`config.mk`:
```
export PLATFORM = sky130hd
export DESIGN_NAME = mem_port_arbiter
export DESIGN_NICKNAME = d
export VERILOG_FILES = /design/src/rtl/mem_port_arbiter.sv
export SDC_FILE = /design/constraint.sdc
export NUM_CORES = 1
export LEC_CHECK = 0
export ABC_CLOCK_PERIOD_IN_PS = 2000
export BUFFER_PORTS_ARGS = -buffer_cell sky130_fd_sc_hd__buf_2
export CORE_AREA = 2 2 105 107
export CTS_CLUSTER_SIZE = 28
export DETAILED_ROUTE_END_ITERATION = 8
export DIE_AREA = 0 0 107 109
export PLACE_DENSITY = 0.8
export RECOVER_POWER = 50
export SLEW_MARGIN = 20
export SYNTH_ARGS = -nofsm -noshare
export SYNTH_HDL_FRONTEND = slang
export SYNTH_SLANG_ARGS = --single-unit
```
`constraint.sdc`:
```
create_clock -name clk -period 2 [get_ports clk]
set_input_delay 0.1 -clock clk [delete_from_list [all_inputs] [get_ports clk]]
set_output_delay 0.1 -clock clk [all_outputs]
set_load 0.02 [all_outputs]
```
`src/rtl/mem_port_arbiter.sv`:
```
// Shares the unified instruction/data memory port between the CPU and the
// debug/loader port, with fixed wait states and a one-cycle ack per access.
module mem_port_arbiter #(
  parameter int AW   = 32,
  parameter int DW   = 32,
  parameter int WAIT = 2
) (
  input  logic          clk,
  input  logic          reset,
  input  logic          cpu_req,
  input  logic          cpu_we,
  input  logic [AW-1:0] cpu_addr,
  input  logic [DW-1:0] cpu_wdata,
  output logic          cpu_ack,
  input  logic          dbg_req,
  input  logic          dbg_we,
  input  logic [AW-1:0] dbg_addr,
  input  logic [DW-1:0] dbg_wdata,
  output logic          dbg_ack,
  output logic [DW-1:0] rdata,
  output logic          mem_en,
  output logic          mem_we,
  output logic [AW-1:0] mem_addr,
  output logic [DW-1:0] mem_wdata,
  input  logic [DW-1:0] mem_rdata,
  output logic          busy
);

  localparam int CW = (WAIT > 1) ? $clog2(WAIT) : 1;

  localparam logic [1:0] IDLE   = 2'd0;
  localparam logic [1:0] ACCESS = 2'd1;
  localparam logic [1:0] RESP   = 2'd2;

  localparam logic CPU = 1'b0;
  localparam logic DBG = 1'b1;

  logic [1:0]    state;
  logic [CW-1:0] cnt;
  logic          last_grant;
  logic          lat_we;
  logic [AW-1:0] lat_addr;
  logic [DW-1:0] lat_wdata;
  logic          pick_dbg;

  // On a tie the requester that did not win last time gets the port.
  assign pick_dbg = dbg_req & (~cpu_req | (last_grant == CPU));

  always_ff @(posedge clk) begin
    if (reset) begin
      state      <= IDLE;
      cnt        <= '0;
      last_grant <= DBG;
      lat_we     <= 1'b0;
      lat_addr   <= '0;
      lat_wdata  <= '0;
      rdata      <= '0;
    end else begin
      unique case (state)
        IDLE: begin
          if (cpu_req | dbg_req) begin
            state      <= ACCESS;
            cnt        <= CW'(WAIT - 1);
            last_grant <= pick_dbg;
            lat_we     <= pick_dbg ? dbg_we    : cpu_we;
            lat_addr   <= pick_dbg ? dbg_addr  : cpu_addr;
            lat_wdata  <= pick_dbg ? dbg_wdata : cpu_wdata;
          end
        end
        ACCESS: begin
          if (cnt != '0) begin
            cnt <= cnt - 1'b1;
          end else begin
            if (!lat_we) rdata <= mem_rdata;
            state <= RESP;
          end
        end
        RESP:    state <= IDLE;
        default: state <= IDLE;
      endcase
    end
  end

  assign mem_en    = (state == ACCESS);
  assign mem_we    = mem_en & lat_we;
  assign mem_addr  = lat_addr;
  assign mem_wdata = lat_wdata;
  assign cpu_ack   = (state == RESP) & (last_grant == CPU);
  assign dbg_ack   = (state == RESP) & (last_grant == DBG);
  assign busy      = (state != IDLE);

endmodule

```
==> summary by stage <==
Outcome
The run finished with clean final reports.

Clock tree
TritonCTS created 9 clock buffers. The post-CTS repair timing setup buffer count is 0. The clock tree from TritonCTS is built. The clock insertion delay at the later pin of the skew report is 0.37 ns.

In this run the clock root is driven by a clkbuf_8. In this run the number of H-tree levels came out at 3. The number of buffers on the longest clock path is 2. After clock tree synthesis, the clock-pin slew on the worst setup and hold paths is 0.12 ns. Counting every sink on the clock net gives 101.

Cells and area
The filler cells instantiated in the layout total approximately 900. The count of inserted antenna diode cells is 0. The sequential cell area in the final layout is between 0.002 and 0.0025 mm^2.

Summing all multi-input logic gate instances after layout gives 0.002266 mm^2. The post-route netlist has approximately 30% of its cells at a drive strength greater than 1. The net count of the finished layout is around 1,000. The area growth from synthesis to layout is 46.37%.

Critical path
The worst setup path is launched from a flip-flop. The setup path with the least slack is of type flip-flop to flip-flop. Data on the critical path is required at its endpoint by 2.29 ns. The biggest fanout along the worst timing path is 43. Counting cells, the worst reg-to-reg path comes to 5. The category of the worst setup path capture point is a flip-flop. For this design, the slowest cell found on the critical path is dlygate4sd3_1. The signal on the critical path passes through a21boi_4, buf_6, nand2_1, a311oi_1, dlygate4sd3_1. The worst endpoint data arrival time is ~2.2 ns. On the worst path, the slowest cell contributes a delay of 0.57 ns.

Power and ir drop
The leakage power is 2.739 nW. The maximum resistive drop on vdd is 423.3 uV. Dividing total power by cell area gives a power density of 784.6 mW/mm^2. The post-layout total power is 5.222 mW.

Route
The number of antenna-violating nets in the routed design is 0. The DRC marker count from the first detailed-route iteration is 364. The overall routed net length is 15.47 mm. In the routed design, unresolved DRC markers number 0. The mean routed wirelength per cell is between 15 and 20 um. The detail-routed via count per cell is 5.249. Before antenna repair, the detailed router went through 5 iterations. The final route contains roughly 5,100 vias.

Timing
Across the routed clock network, the largest skew measured is roughly 0.025 ns. The total negative slack for setup checks is 0 ns. The ratio of final minimum period to clock period is between 90% and 100%. The actual slew at the worst max-slew pin is 0.4646 ns. Headroom to the max-slew limit came out at 69.03%. The post-route minimum period is ~1.9 ns. Setup violations remaining at the end of the flow were counted as 0. The max-slew violation count is 0. The final hold violation count is 0. The fmax is 528.1 MHz. Setup repair after global routing left no endpoint under its margin.

Die
The floorplan step defined a die boundary enclosing between 0.01 and 0.015 mm^2. The area of the core region is 0.01060 mm^2. For this design the top-level I/O count stands at about 270. The initial utilization of the core area, before any placement, comes to between 40% and 50%. From bottom edge to top edge, the die measures 109 um. From left edge to right edge, the die measures 107 um. Row generation in the floorplan step produced 38 rows.

Yosys
Synthesis produced a netlist with a net count of ~700. The count of synthesis-stage warnings from yosys is 0. Yosys mapped the design onto 23 distinct sky130hd cell types. The average cell area after synthesis is between 8 and 9 um^2. The portion of the post-synthesis area used by sequential elements is 44.47%. The post-synth design cell area is approximately 0.0045 mm^2.

Synthesis produced a netlist whose cell count is 533. The area share of the leading cell type in the synthesized netlist is 44.47%. The post-synthesis cell type with the largest combined area is dfxtp_1. The post-synthesis register bit count is about 100. In the post-synthesis netlist, the biggest area contributors are dfxtp_1 (44%), a311oi_2 (17%), nand2_1 (16%).

Global routing
The maximum number of pins on one net before global-route repair is 51. The number of antenna violations at the first check in global routing was 0. The number of global-route vias before repair is about 4,900. The final global-route overflow total is 0. The global router's overall resource usage is 25.71%. The first global-routing pass estimated 24.09 mm of wire.

Place
The quantity of I/O buffers inserted on ports is 266. The sum of net half-perimeters after detailed placement is 9.924 mm. The routability congestion estimate from global placement is 0.7904.

Hold path
Along the worst hold path, the cell count comes to 3. The path class of the tightest hold or removal check is input port to flip-flop.

Flow run
The tool flagged a number of max-cap violations equal to 0.
metal layers:
layer	track usage [%]	part of all wire, %	wire (um)
met5	0	0	0
met3	6.635	7.1	1096
met1	29.57	40	6117
met2	46.09	51	7888
met4	9.462	2.4	364
layout make-up:
cell class,instances,share of cell area (%)
multi-input cells,376,34.05
repair buffers,341,30.14
inverters,2,0.1128
clock inverters,7,0.8272
clock buffers,9,1.861
flip-flops and latches,101,30.38
well taps,140,2.632
kinds of logic after synthesis:
| group | after synthesis | share of synthesized area [%] |
|---|---|---|
| AOI/OAI and AO/OA | 167 | 30.90 |
| buffers and inverters | 56 | 6.439 |
| DFF | 101 | 44.47 |
| and+or+nand+nor | 209 | 18.19 |
worst paths after layout:
kind	slack [ns]	to	from
hold / removal	0.01	mem_addr[25]	cpu_addr[25]
setup / recovery	0.11	mem_addr[29]	last_grant
hold reg to reg	0.46	rdata[19]	rdata[19]
setup reg to reg	0.11	mem_addr[29]	last_grant
state kept, by name, indices dropped and copies added (netlist names):
| name | flops |
|---|---|
| mem_addr | 32 |
| mem_wdata | 32 |
| rdata | 32 |
| state | 2 |
| cnt | 1 |
| last_grant | 1 |
| lat_we | 1 |
metrics by stage:
stage	hold slack, ns	area [um^2]	cells	setup WS (ns)	util [%]
2_1_floorplan	0.2360	4547	533	0.6410	-
3_3_place_gp	0.3388	5986	900	0.4715	56.46
3_5_place_dp	0.3469	5986	900	0.4195	56.46
4_1_cts	0.0008573	6725	972	0.03123	63.43
5_1_grt	0.0007421	6655	976	0.005919	62.77
6_report	0.01260	6655	976	0.1065	62.77
critical path, delay by kind of cell, from the launching register on:
kind,cells,cell delay (ns)
compound gates,2,0.42
simple gates,1,0.09
flops,1,0.40
buf+inv,2,0.88
cell usage after synthesis:
| master | number |
|---|---|
| a311oi_1 | 15 |
| a21bo_2 | 1 |
| clkbuf_1 | 22 |
| nand2_1 | 198 |
| inv_1 | 2 |
| nor3b_1 | 1 |
| and2_1 | 2 |
| a21boi_1 | 1 |
| dfxtp_1 | 101 |
| buf_2 | 24 |
| nor2b_1 | 1 |
| or2_0 | 1 |
| nor2_2 | 1 |
| buf_6 | 6 |
| nor3_1 | 1 |
| and3b_1 | 1 |
| buf_4 | 2 |
| nand2b_1 | 1 |
| a311oi_2 | 50 |
| a21oi_1 | 99 |
| or4b_1 | 1 |
| a221o_1 | 1 |
| nor4b_2 | 1 |
cells in the final DEF, fill, tap and decap left out, types with 2 or more instances in the layout:
master | synthesis | routed
nand2_1 | 198 | 198
buf_2 | 24 | 169
dfxtp_1 | 101 | 101
a21oi_1 | 99 | 99
clkbuf_1 | 22 | 96
dlygate4sd3_1 | 0 | 60
a311oi_2 | 50 | 50
a311oi_1 | 15 | 15
clkbuf_8 | 0 | 9
buf_4 | 2 | 9
buf_12 | 0 | 6
inv_6 | 0 | 3
inv_1 | 2 | 2
clkinvlp_4 | 0 | 2
what timing repair did:
item | 4_1_cts | 5_1_grt
endpoints found under the setup margin | 0 | 3
hold buffers | 56 | 4
hold endpoints to repair | 46 | 3
resized for setup | 0 | 2
report_power, final:
group | internal (mW) | switching, mW | total, mW
clock | 0.467 | 0.760 | 1.23
sequential | 2.23 | 0.132 | 2.36
combinational | 0.639 | 0.992 | 1.63
total | 3.34 | 1.88 | 5.22
(Power assumes the default switching activity.)
